==> src/rtl/conv_table_writer.sv <==
// conv_table_writer: run-time filler for the 282-entry temperature conversion RAM.
//   addr 0..C_LAST          : Celsius->Fahrenheit, C = addr, value = round(9C/5)+32
//   addr C_LAST+1..LAST_ADDR: Fahrenheit->Celsius, F = addr - F_OFFSET, value = round(5(F-32)/9)
// Each entry takes one SETUP cycle, ten restoring-divide cycles and one WRITE
// cycle (longer if the RAM stalls the write with wr_ready low).
// Optional build macro: CONV_CHECKSUM_EN adds a 16-bit running sum of all
// written bytes on the checksum output.
module conv_table_writer #(
  parameter int unsigned C_LAST    = 100,
  parameter int unsigned F_OFFSET  = 69,
  parameter int unsigned LAST_ADDR = 281
) (
  input  logic        clk,
  input  logic        rst_n,
  input  logic        start,
  input  logic        wr_ready,
  output logic        wr_en,
  output logic [8:0]  wr_addr,
  output logic [7:0]  wr_data,
`ifdef CONV_CHECKSUM_EN
  output logic [15:0] checksum,
`endif
  output logic        busy,
  output logic        done
);

  typedef enum logic [2:0] {
    S_IDLE  = 3'd0,
    S_SETUP = 3'd1,
    S_DIV   = 3'd2,
    S_WRITE = 3'd3,
    S_DONE  = 3'd4
  } state_e;

  localparam logic [8:0] C_LAST_A = 9'(C_LAST);
  localparam logic [8:0] LAST_A   = 9'(LAST_ADDR);
  // F->C numerators are built from (addr - F_OFFSET - 32) = F - 32.
  localparam logic [9:0] F_BASE   = 10'(F_OFFSET + 32);

  state_e      state_q, state_d;
  logic [8:0]  addr_q, addr_d;
  logic [9:0]  num_q, num_d;     // numerator, becomes quotient after 10 shifts
  logic [3:0]  rem_q, rem_d;     // partial remainder, always < divisor (<= 9)
  logic [3:0]  div_q, div_d;     // divisor: 5 or 9
  logic [3:0]  cnt_q, cnt_d;     // divide step counter 0..9
  logic        is_c_q, is_c_d;   // current entry is C->F (adds 32 to quotient)
  logic        wr_en_q, wr_en_d;
  logic [7:0]  wr_data_q, wr_data_d;
  logic        busy_q, busy_d;
  logic        done_q, done_d;
`ifdef CONV_CHECKSUM_EN
  logic [15:0] csum_q, csum_d;
`endif

  // Datapath helpers: numerator setup and one restoring-divide step.
  logic [9:0]  addr_ext_s;
  logic [9:0]  n_cf_s;
  logic [9:0]  f_rel_s;
  logic [9:0]  n_fc_s;
  logic [4:0]  trial_s;
  logic        qbit_s;
  logic [3:0]  rem_next_s;
  logic [9:0]  num_next_s;
  logic [9:0]  res10_s;
  logic [7:0]  result_s;

  // Combinational numerator setup and single divide step.
  always_comb begin
    addr_ext_s = {1'b0, addr_q};
    // 9*C + 2: the +2 (= D/2 rounded down) turns floor division into round-to-nearest.
    n_cf_s     = (addr_ext_s << 3) + addr_ext_s + 10'd2;
    f_rel_s    = addr_ext_s - F_BASE;
    // 5*(F-32) + 4: likewise rounds, since neither table hits an exact .5.
    n_fc_s     = (f_rel_s << 2) + f_rel_s + 10'd4;

    trial_s = {rem_q, num_q[9]};
    if (trial_s >= {1'b0, div_q}) begin
      qbit_s     = 1'b1;
      // True difference is < divisor, so a 4-bit subtraction is exact.
      rem_next_s = trial_s[3:0] - div_q;
    end else begin
      qbit_s     = 1'b0;
      rem_next_s = trial_s[3:0];
    end
    num_next_s = {num_q[8:0], qbit_s};

    if (is_c_q) begin
      res10_s = num_next_s + 10'd32;
    end else begin
      res10_s = num_next_s;
    end
    // Results are at most 212; saturate rather than wrap if that ever breaks.
    if (res10_s > 10'd255) begin
      result_s = 8'hFF;
    end else begin
      result_s = res10_s[7:0];
    end
  end

  // Next-state and next-output logic of the fill sequencer.
  always_comb begin
    state_d   = state_q;
    addr_d    = addr_q;
    num_d     = num_q;
    rem_d     = rem_q;
    div_d     = div_q;
    cnt_d     = cnt_q;
    is_c_d    = is_c_q;
    wr_en_d   = wr_en_q;
    wr_data_d = wr_data_q;
    busy_d    = busy_q;
    done_d    = done_q;
`ifdef CONV_CHECKSUM_EN
    csum_d    = csum_q;
`endif

    case (state_q)
      S_IDLE, S_DONE: begin
        if (start) begin
          state_d = S_SETUP;
          addr_d  = 9'd0;
          busy_d  = 1'b1;
          done_d  = 1'b0;
`ifdef CONV_CHECKSUM_EN
          csum_d  = 16'd0;
`endif
        end else begin
          state_d = state_q;
        end
      end

      S_SETUP: begin
        rem_d   = 4'd0;
        cnt_d   = 4'd0;
        state_d = S_DIV;
        if (addr_q <= C_LAST_A) begin
          num_d  = n_cf_s;
          div_d  = 4'd5;
          is_c_d = 1'b1;
        end else begin
          num_d  = n_fc_s;
          div_d  = 4'd9;
          is_c_d = 1'b0;
        end
      end

      S_DIV: begin
        num_d = num_next_s;
        rem_d = rem_next_s;
        cnt_d = cnt_q + 4'd1;
        if (cnt_q == 4'd9) begin
          state_d   = S_WRITE;
          wr_en_d   = 1'b1;
          wr_data_d = result_s;
        end else begin
          state_d   = S_DIV;
        end
      end

      S_WRITE: begin
        if (wr_ready) begin
          wr_en_d = 1'b0;
`ifdef CONV_CHECKSUM_EN
          csum_d  = csum_q + {8'd0, wr_data_q};
`endif
          if (addr_q == LAST_A) begin
            // Counter parks at the last address; start is not sampled here.
            state_d = S_DONE;
            busy_d  = 1'b0;
            done_d  = 1'b1;
          end else begin
            state_d = S_SETUP;
            addr_d  = addr_q + 9'd1;
          end
        end else begin
          state_d = S_WRITE;
        end
      end

      default: begin
        state_d = S_IDLE;
        wr_en_d = 1'b0;
        busy_d  = 1'b0;
        done_d  = 1'b0;
      end
    endcase
  end

  // State and output registers; async reset abandons any fill in progress.
  always_ff @(posedge clk or negedge rst_n) begin
    if (!rst_n) begin
      state_q   <= S_IDLE;
      addr_q    <= 9'd0;
      num_q     <= 10'd0;
      rem_q     <= 4'd0;
      div_q     <= 4'd0;
      cnt_q     <= 4'd0;
      is_c_q    <= 1'b0;
      wr_en_q   <= 1'b0;
      wr_data_q <= 8'd0;
      busy_q    <= 1'b0;
      done_q    <= 1'b0;
`ifdef CONV_CHECKSUM_EN
      csum_q    <= 16'd0;
`endif
    end else begin
      state_q   <= state_d;
      addr_q    <= addr_d;
      num_q     <= num_d;
      rem_q     <= rem_d;
      div_q     <= div_d;
      cnt_q     <= cnt_d;
      is_c_q    <= is_c_d;
      wr_en_q   <= wr_en_d;
      wr_data_q <= wr_data_d;
      busy_q    <= busy_d;
      done_q    <= done_d;
`ifdef CONV_CHECKSUM_EN
      csum_q    <= csum_d;
`endif
    end
  end

  assign wr_en   = wr_en_q;
  assign wr_addr = addr_q;
  assign wr_data = wr_data_q;
  assign busy    = busy_q;
  assign done    = done_q;
`ifdef CONV_CHECKSUM_EN
  assign checksum = csum_q;
`endif

endmodule

==> config.mk <==
export PLATFORM = sky130hd
export DESIGN_NAME = conv_table_writer
export DESIGN_NICKNAME = d
export VERILOG_FILES = /design/src/rtl/conv_table_writer.sv
export SDC_FILE = /design/constraint.sdc
export NUM_CORES = 1
export LEC_CHECK = 0
export BUFFER_PORTS_ARGS = -buffer_cell sky130_fd_sc_hd__buf_2
export CAP_MARGIN = 30
export CORE_AREA = 3 3 95 97
export DETAILED_ROUTE_END_ITERATION = 12
export DIE_AREA = 0 0 98 100
export PLACE_DENSITY = 0.66
export SYNTH_ARGS = -nofsm -noshare
export SYNTH_HDL_FRONTEND = slang
export SYNTH_SLANG_ARGS = --single-unit
==> constraint.sdc <==
create_clock -name clk -period 4.8 [get_ports clk]
set_clock_uncertainty 0.1 [all_clocks]
set_input_delay 0.96 -clock clk [delete_from_list [all_inputs] [get_ports clk]]
set_output_delay 0.96 -clock clk [all_outputs]
set_load 0.03 [all_outputs]
==> flow_summary.yaml, run 1 <==
run_status:
  status: "complete, no violations"
timing:
  slew_violations: 0
  fin_crit_ns: 3.73
  fin_crit_sh_pct: 77.6
  hold_viol_final: 0
  post-route-worst-setup-slack_ns: 1.07
  max_freq_mhz: 268
  setup_viol: 0
  fin_tns_setup_ns: 0
  rsz0062_at_grt: "no"
  worstMarginPinSlew_ns: 0.976
  max-slew-margin-rel_pct: 34.7
logic_synthesis:
  synth_warnings: 0
  synth-edff-count: 0
  yosysSeqAreaShare_pct: 34.4
  syn_area_per_cell_sq_um: 9.27
  dominantRegCellSynth: "dfrtp_1"
  ys_types: 59
  synthTopCellsByArea: "dfrtp_1 (34%), ha_1 (12%), xnor2_1 (5.2%)"
  ys_ff_latch: 44
  yosys.area.top_type: "dfrtp_1"
  synth.top_cell.area_share_pct: 34.4
  syn_inst: 345
  postSynth.asyncResetShare_pct: 100
  synth_fp_nets: 381
  syn-cell-area_sq_um: 3200
die:
  start_util_pct: 38.9
  fp.coreArea_sq_um: 8220
  die_h_um: 100
  io-pin-count: 24
  die_x_um: 98
  placementRows: 33
  dieArea_sq_um: 9800
clock_network:
  cts_made_buffers: 5
  hold_buffers: 0
  cts_root_buffer: "clkbuf_8"
  clkLatencyLatePin_ns: 0.30
  cts_setup_buffers: 0
  htree_levels: 2
  clock_path_buffers: 2
  cts-resized-gates: 0
  clkTransAtPathRegs_ns: 0.09
  clock_sinks: 44
  cts_tree: "built"
critical_path:
  cp.required_ns: 4.89
  slowest_stage: "dfrtp_1"
  reg2reg_to: "num_q[9]$_DFFE_PN0P_"
  max_stage_delay_ns: 0.68
  cp-start-kind: "flip-flop"
  rr_worst_depth: 12
  crit_top_cell: "ha_1"
  worstPathArrival_ns: 3.81
  critPathBufInv: 0
  crit_fanout: 16
  path_class: "flip-flop to flip-flop"
  worstPathCellList: "ha_1, a21oi_1, xor2_1, ha_1, ha_1, fa_1, a211oi_1, or4b_1, o2111ai_1, or3_1, a31oi_1, o21ai_1"
  r2r_start: "wr_addr[2]$_DFFE_PN0P_"
  critical-path-top-delay-family: "adder cells"
  startpoint: "wr_addr[2]$_DFFE_PN0P_"
  rrSetupSlack_ns: 1.07
  worst_setup_path_end_kind: "flip-flop"
global_route:
  grtUsageTotal_pct: 14.9
  grt_pass1_wl_um: 12200
  antenna_found_initial: 0
  grt_max_degree: 36
  grt_overflow: 0
  grt_pass1_vias: 2582
layout:
  areaGrowthSynthToFinish_pct: 8.76
  n_fill_cell: 811
  multi_input_area_sq_um: 1930
  drive_gt1_share_pct: 12.8
  antennaDiodeCount: 0
  finalNetCount: 395
  layout.cells.non_filler: 465
  regArea_sq_um: 1100
place:
  dpl.cell_count: 457
  port_buffers: 23
  dp_slack_ns: 1.10
  hpwl_um: 5190
  gp_congestion: 0.859
hold_path:
  whs_endpoint: "div_q[0]$_DFFE_PN0P_"
  min-delay-start: "div_q[0]$_DFFE_PN0P_"
  hold_class: "flip-flop to flip-flop"
  holdPathStages: 1
power:
  leakage_nw: 1.58
  max-vdd-ir-drop_mv: 0.269
  p_per_area_nw_per_um2: 622
  power_w: 0.00216
drt:
  drt-initial-drc-count: 104
  vias: 2572
  ant_nets: 0
  routedWlPerCell_um: 15.0
  vias_per_cell: 5.53
  first_pass_iters: 5
  routed_wl_um: 6970
  drc: 0
job:
  drv_cap: 0
worst max-delay path by stage:
| stage | endpoint | depth (start not counted) | slack (ns) |
|---|---|---|---|
| after floorplan | num_q[9]$_DFFE_PN0P_ | 13 | 1.24 |
| after global placement | num_q[9]$_DFFE_PN0P_ | 12 | 1.23 |
| after detailed placement | num_q[9]$_DFFE_PN0P_ | 12 | 1.10 |
| after CTS | num_q[9]$_DFFE_PN0P_ | 12 | 1.09 |
| after global routing | num_q[9]$_DFFE_PN0P_ | 12 | 0.80 |
| final | num_q[9]$_DFFE_PN0P_ | 12 | 1.07 |
cell type report:
class | instances | share of cell area [%]
sequential | 44 | 31.6
clock inverter | 3 | 1.33
inverter | 17 | 1.83
tap | 105 | 3.78
multi-input combinational | 266 | 55.3
clock buffer | 5 | 1.98
timing repair buffer | 25 | 4.10
per-stage QoR:
| step | cell area [sq um] | utilization (%) | hold WS (ns) |
|---|---|---|---|
| after floorplan | 3200 | - | 0.339 |
| after global placement | 3340 | 40.7 | 0.360 |
| after detailed placement | 3360 | 40.9 | 0.362 |
| after CTS | 3480 | 42.3 | 0.384 |
| after global routing | 3480 | 42.3 | 0.407 |
| final | 3480 | 42.3 | 0.385 |
logic make-up (layout without fill, tap and decap cells):
| family | Yosys count | after routing | share of synthesized area [%] |
|---|---|---|---|
| adders and majority gates | 32 | 32 | 12.7 |
| xor gates and xnor gates | 28 | 28 | 7.90 |
| buffers and inverters | 35 | 50 | 5.40 |
| DFF | 44 | 44 | 34.4 |
| AOI/OAI and AO/OA | 105 | 105 | 21.4 |
| muxes | 7 | 7 | 2.39 |
| and+or+nand+nor | 94 | 94 | 15.8 |
cells in the final DEF, fill, tap and decap left out, types with 7 or more instances in the layout:
cell     count
xor2_1       8
xnor2_1     19
buf_2       23
inv_1       17
a22oi_1      8
nor2_1      28
o22a_1       8
ha_1        31
nand3_1      9
a21oi_1     21
o21ai_1      7
o21ai_0     22
nor3_1       9
nand2_1     20
dfrtp_1     44
power by group:
group          switching [W]  internal [W]  leakage [nW]
clock network       0.000144      0.000157        0.0548
registers           0.000149      0.000511         0.558
logic               0.000684      0.000520         0.965
total               0.000977       0.00119          1.58
sequential cells by signal, summed over array words and instances (netlist names):
register  cells
state_q       3
wr_addr       9
wr_en         1
div_q         3
num_q        10
wr_data       8
rem_q         4
cnt_q         4
busy          1
done          1
layer usage:
layer	global-route usage, %	wire length, um	vias up
met5	0	0	-
met3	2.78	427	9
met2	24.8	3260	71
met1	20.3	3210	1216
met4	3.19	66	0
li1	-	-	1276
Yosys cell counts (all sizes together) (3+ instances only):
cell type and number:
ha 31, o21bai 3, o22ai 3, nand3 9, xor2 8, inv 17
a22oi 8, xnor2 20, a21o 6, mux2i 5, a211oi 5, clkbuf 4
a31oi 6, nor2 29, buf 14, o31ai 4, a21oi 21, nand2 21
dfrtp 44, nor3 9, o22a 8, nor3b 4, o21ai 30
Note: power is estimated with default switching activity, not from simulation.
==> run 2: changes to the inputs <==
==> constraint.sdc (replaced) <==
create_clock -name clk -period 3.7 [get_ports clk]
set_clock_uncertainty 0.1 [all_clocks]
set_input_delay 0.74 -clock clk [delete_from_list [all_inputs] [get_ports clk]]
set_output_delay 0.74 -clock clk [all_outputs]
set_load 0.03 [all_outputs]
==> run 2 against run 1 <==
Compared with the run above: combinational power increased by 38%; worst hold slack got worse by 0.15 ns; clock-buffer cell count unchanged; die area unchanged; utilization increased by 0.96 points; cell area increased by 2.3%; first-iteration DRC count increased by 13%; via count about the same; wire length increased by 1.3%; setup slack got worse by 0.78 ns; flip-flop and latch count unchanged; critical path type unchanged; largest cell class unchanged; largest power group unchanged.
==> flow_summary.yaml, run 2 (synthesized netlist as in run 1, its figures left out) <==
clock_network:
  cts_made_buffers: 5
  cts_root_buffer: "clkbuf_8"
  cts_tree: "built"
  htree_levels: 2
  clkTransAtPathRegs_ns: 0.09
  clock_sinks: 44
  clock_path_buffers: 2
  clkLatencyLatePin_ns: 0.30
timing:
  worstMarginPinSlew_ns: 0.796
  setup_viol: 0
  hold_viol_final: 0
  fin_crit_sh_pct: 92.0
  fin_tns_setup_ns: 0
  fin_crit_ns: 3.40
  max-slew-margin-rel_pct: 46.9
  slew_violations: 0
  rsz0062_at_grt: "no"
  max_freq_mhz: 294
die:
  placementRows: 33
  io-pin-count: 24
  die_h_um: 100
  dieArea_sq_um: 9800
  start_util_pct: 38.9
  fp.coreArea_sq_um: 8220
  die_x_um: 98
layout:
  finalNetCount: 404
  largest_reg_flops: 10
  antennaDiodeCount: 0
  areaGrowthSynthToFinish_pct: 11.2
  mostFrequentLayoutCells: "dfrtp_1 (43), ha_1 (31), nor2_1 (28)"
  n_fill_cell: 802
  drive_gt1_share_pct: 15.7
  top_register: "num_q"
  layout_commonest_cell: "dfrtp_1"
critical_path:
  r2r_start: "wr_addr[1]$_DFFE_PN0P_"
  cp.required_ns: 3.79
  startpoint: "wr_addr[1]$_DFFE_PN0P_"
  worstPathArrival_ns: 3.49
  path_class: "flip-flop to flip-flop"
  cp-start-kind: "flip-flop"
  crit_fanout: 6
  worst_setup_path_end_kind: "flip-flop"
drt:
  vias: 2571
  vias_per_cell: 5.42
  ant_nets: 0
  drc: 0
  drt-initial-drc-count: 117
  routed_wl_um: 7060
  routedWlPerCell_um: 14.9
  first_pass_iters: 4
run_status:
  status: "complete, no violations"
global_route:
  met1_usage_pct: 20.0
  grtUsageTotal_pct: 14.8
  met2_usage_pct: 23.7
  grt_overflow: 0
  grtUsageMet3_pct: 2.99
  busiest_layer: "met2"
  grt_pass1_vias: 2538
  grt_max_degree: 32
  antenna_found_initial: 0
  grt_pass1_wl_um: 12000
power:
  p_per_area_nw_per_um2: 806
  leakage_nw: 1.63
  max-vdd-ir-drop_mv: 0.415
  power_w: 0.00287
place:
  port_buffers: 23
  hpwl_um: 5350
  gp_congestion: 0.810
job:
  drv_cap: 0
hold_path:
  hold_class: "input port to async pin"
[run 2: worst paths after layout]
kind | to | slack (ns) | cells after the start
hold reg to reg | div_q[0]$_DFFE_PN0P_ | 0.38 | 1
hold / removal | wr_data[3]$_DFFE_PN0P_ | 0.24 | 1
setup reg to reg | num_q[9]$_DFFE_PN0P_ | 0.30 | 13
max in group asynchronous | wr_addr[6]$_DFFE_PN0P_ | 2.77 | 2
setup / recovery | num_q[9]$_DFFE_PN0P_ | 0.30 | 13
min in group clk | div_q[0]$_DFFE_PN0P_ | 0.38 | 1
[run 2: layout make-up]
cell class / count / area (sq um) / share of cell area, %
Tap cell: 105 / 131 / 3.69
Clock buffer: 5 / 68.8 / 1.93
Inverter: 17 / 63.8 / 1.79
Clock inverter: 3 / 46.3 / 1.30
Timing Repair Buffer: 34 / 210 / 5.91
Multi-Input combinational cell: 266 / 1940 / 54.4
Sequential cell: 44 / 1100 / 31.0
[run 2: through the flow]
stage          cell area (sq um)  cells  hold WS, ns  setup slack, ns  utilization [%]
4_1_cts                     3530    472        0.232         0.000834             43.0
5_1_grt                     3560    474        0.234           0.0435             43.3
3_3_place_gp                3400    463        0.356            0.160             41.3
3_5_place_dp                3420    464        0.360           0.0278             41.6
6_report                    3560    474        0.236            0.296             43.3
2_1_floorplan               3200    345        0.339            0.141                -
[run 2: routing by layer]
| metal | wire length (um) | share of wire [%] |
|---|---|---|
| met5 | 0 | 0 |
| met4 | 87 | 1.2 |
| met3 | 229 | 3.2 |
| met2 | 3240 | 46 |
| met1 | 3510 | 50 |
[run 2: report_power, final]
part | switching (W) | internal [W]
Combinational | 0.000931 | 0.000718
Sequential | 0.000163 | 0.000665
Clock | 0.000188 | 0.000204
[run 2: what timing repair did]
action | CTS | global route
resized for setup | 0 | 3
buffers inserted | 0 | 2
setup endpoints to repair | 0 | 2
hold buffers | 0 | 0
[run 2: worst max-delay path: stages, from the launching register on]
cell and delay [ns]:
dfrtp_2 0.42, inv_1 0.10, ha_1 0.26, a21oi_1 0.18, xor2_1 0.21, ha_1 0.27, ha_1 0.24, fa_1 0.43
a211oi_2 0.23, or4b_1 0.15, o2111ai_1 0.12, or3_1 0.32, a31oi_1 0.17, o21ai_1 0.07
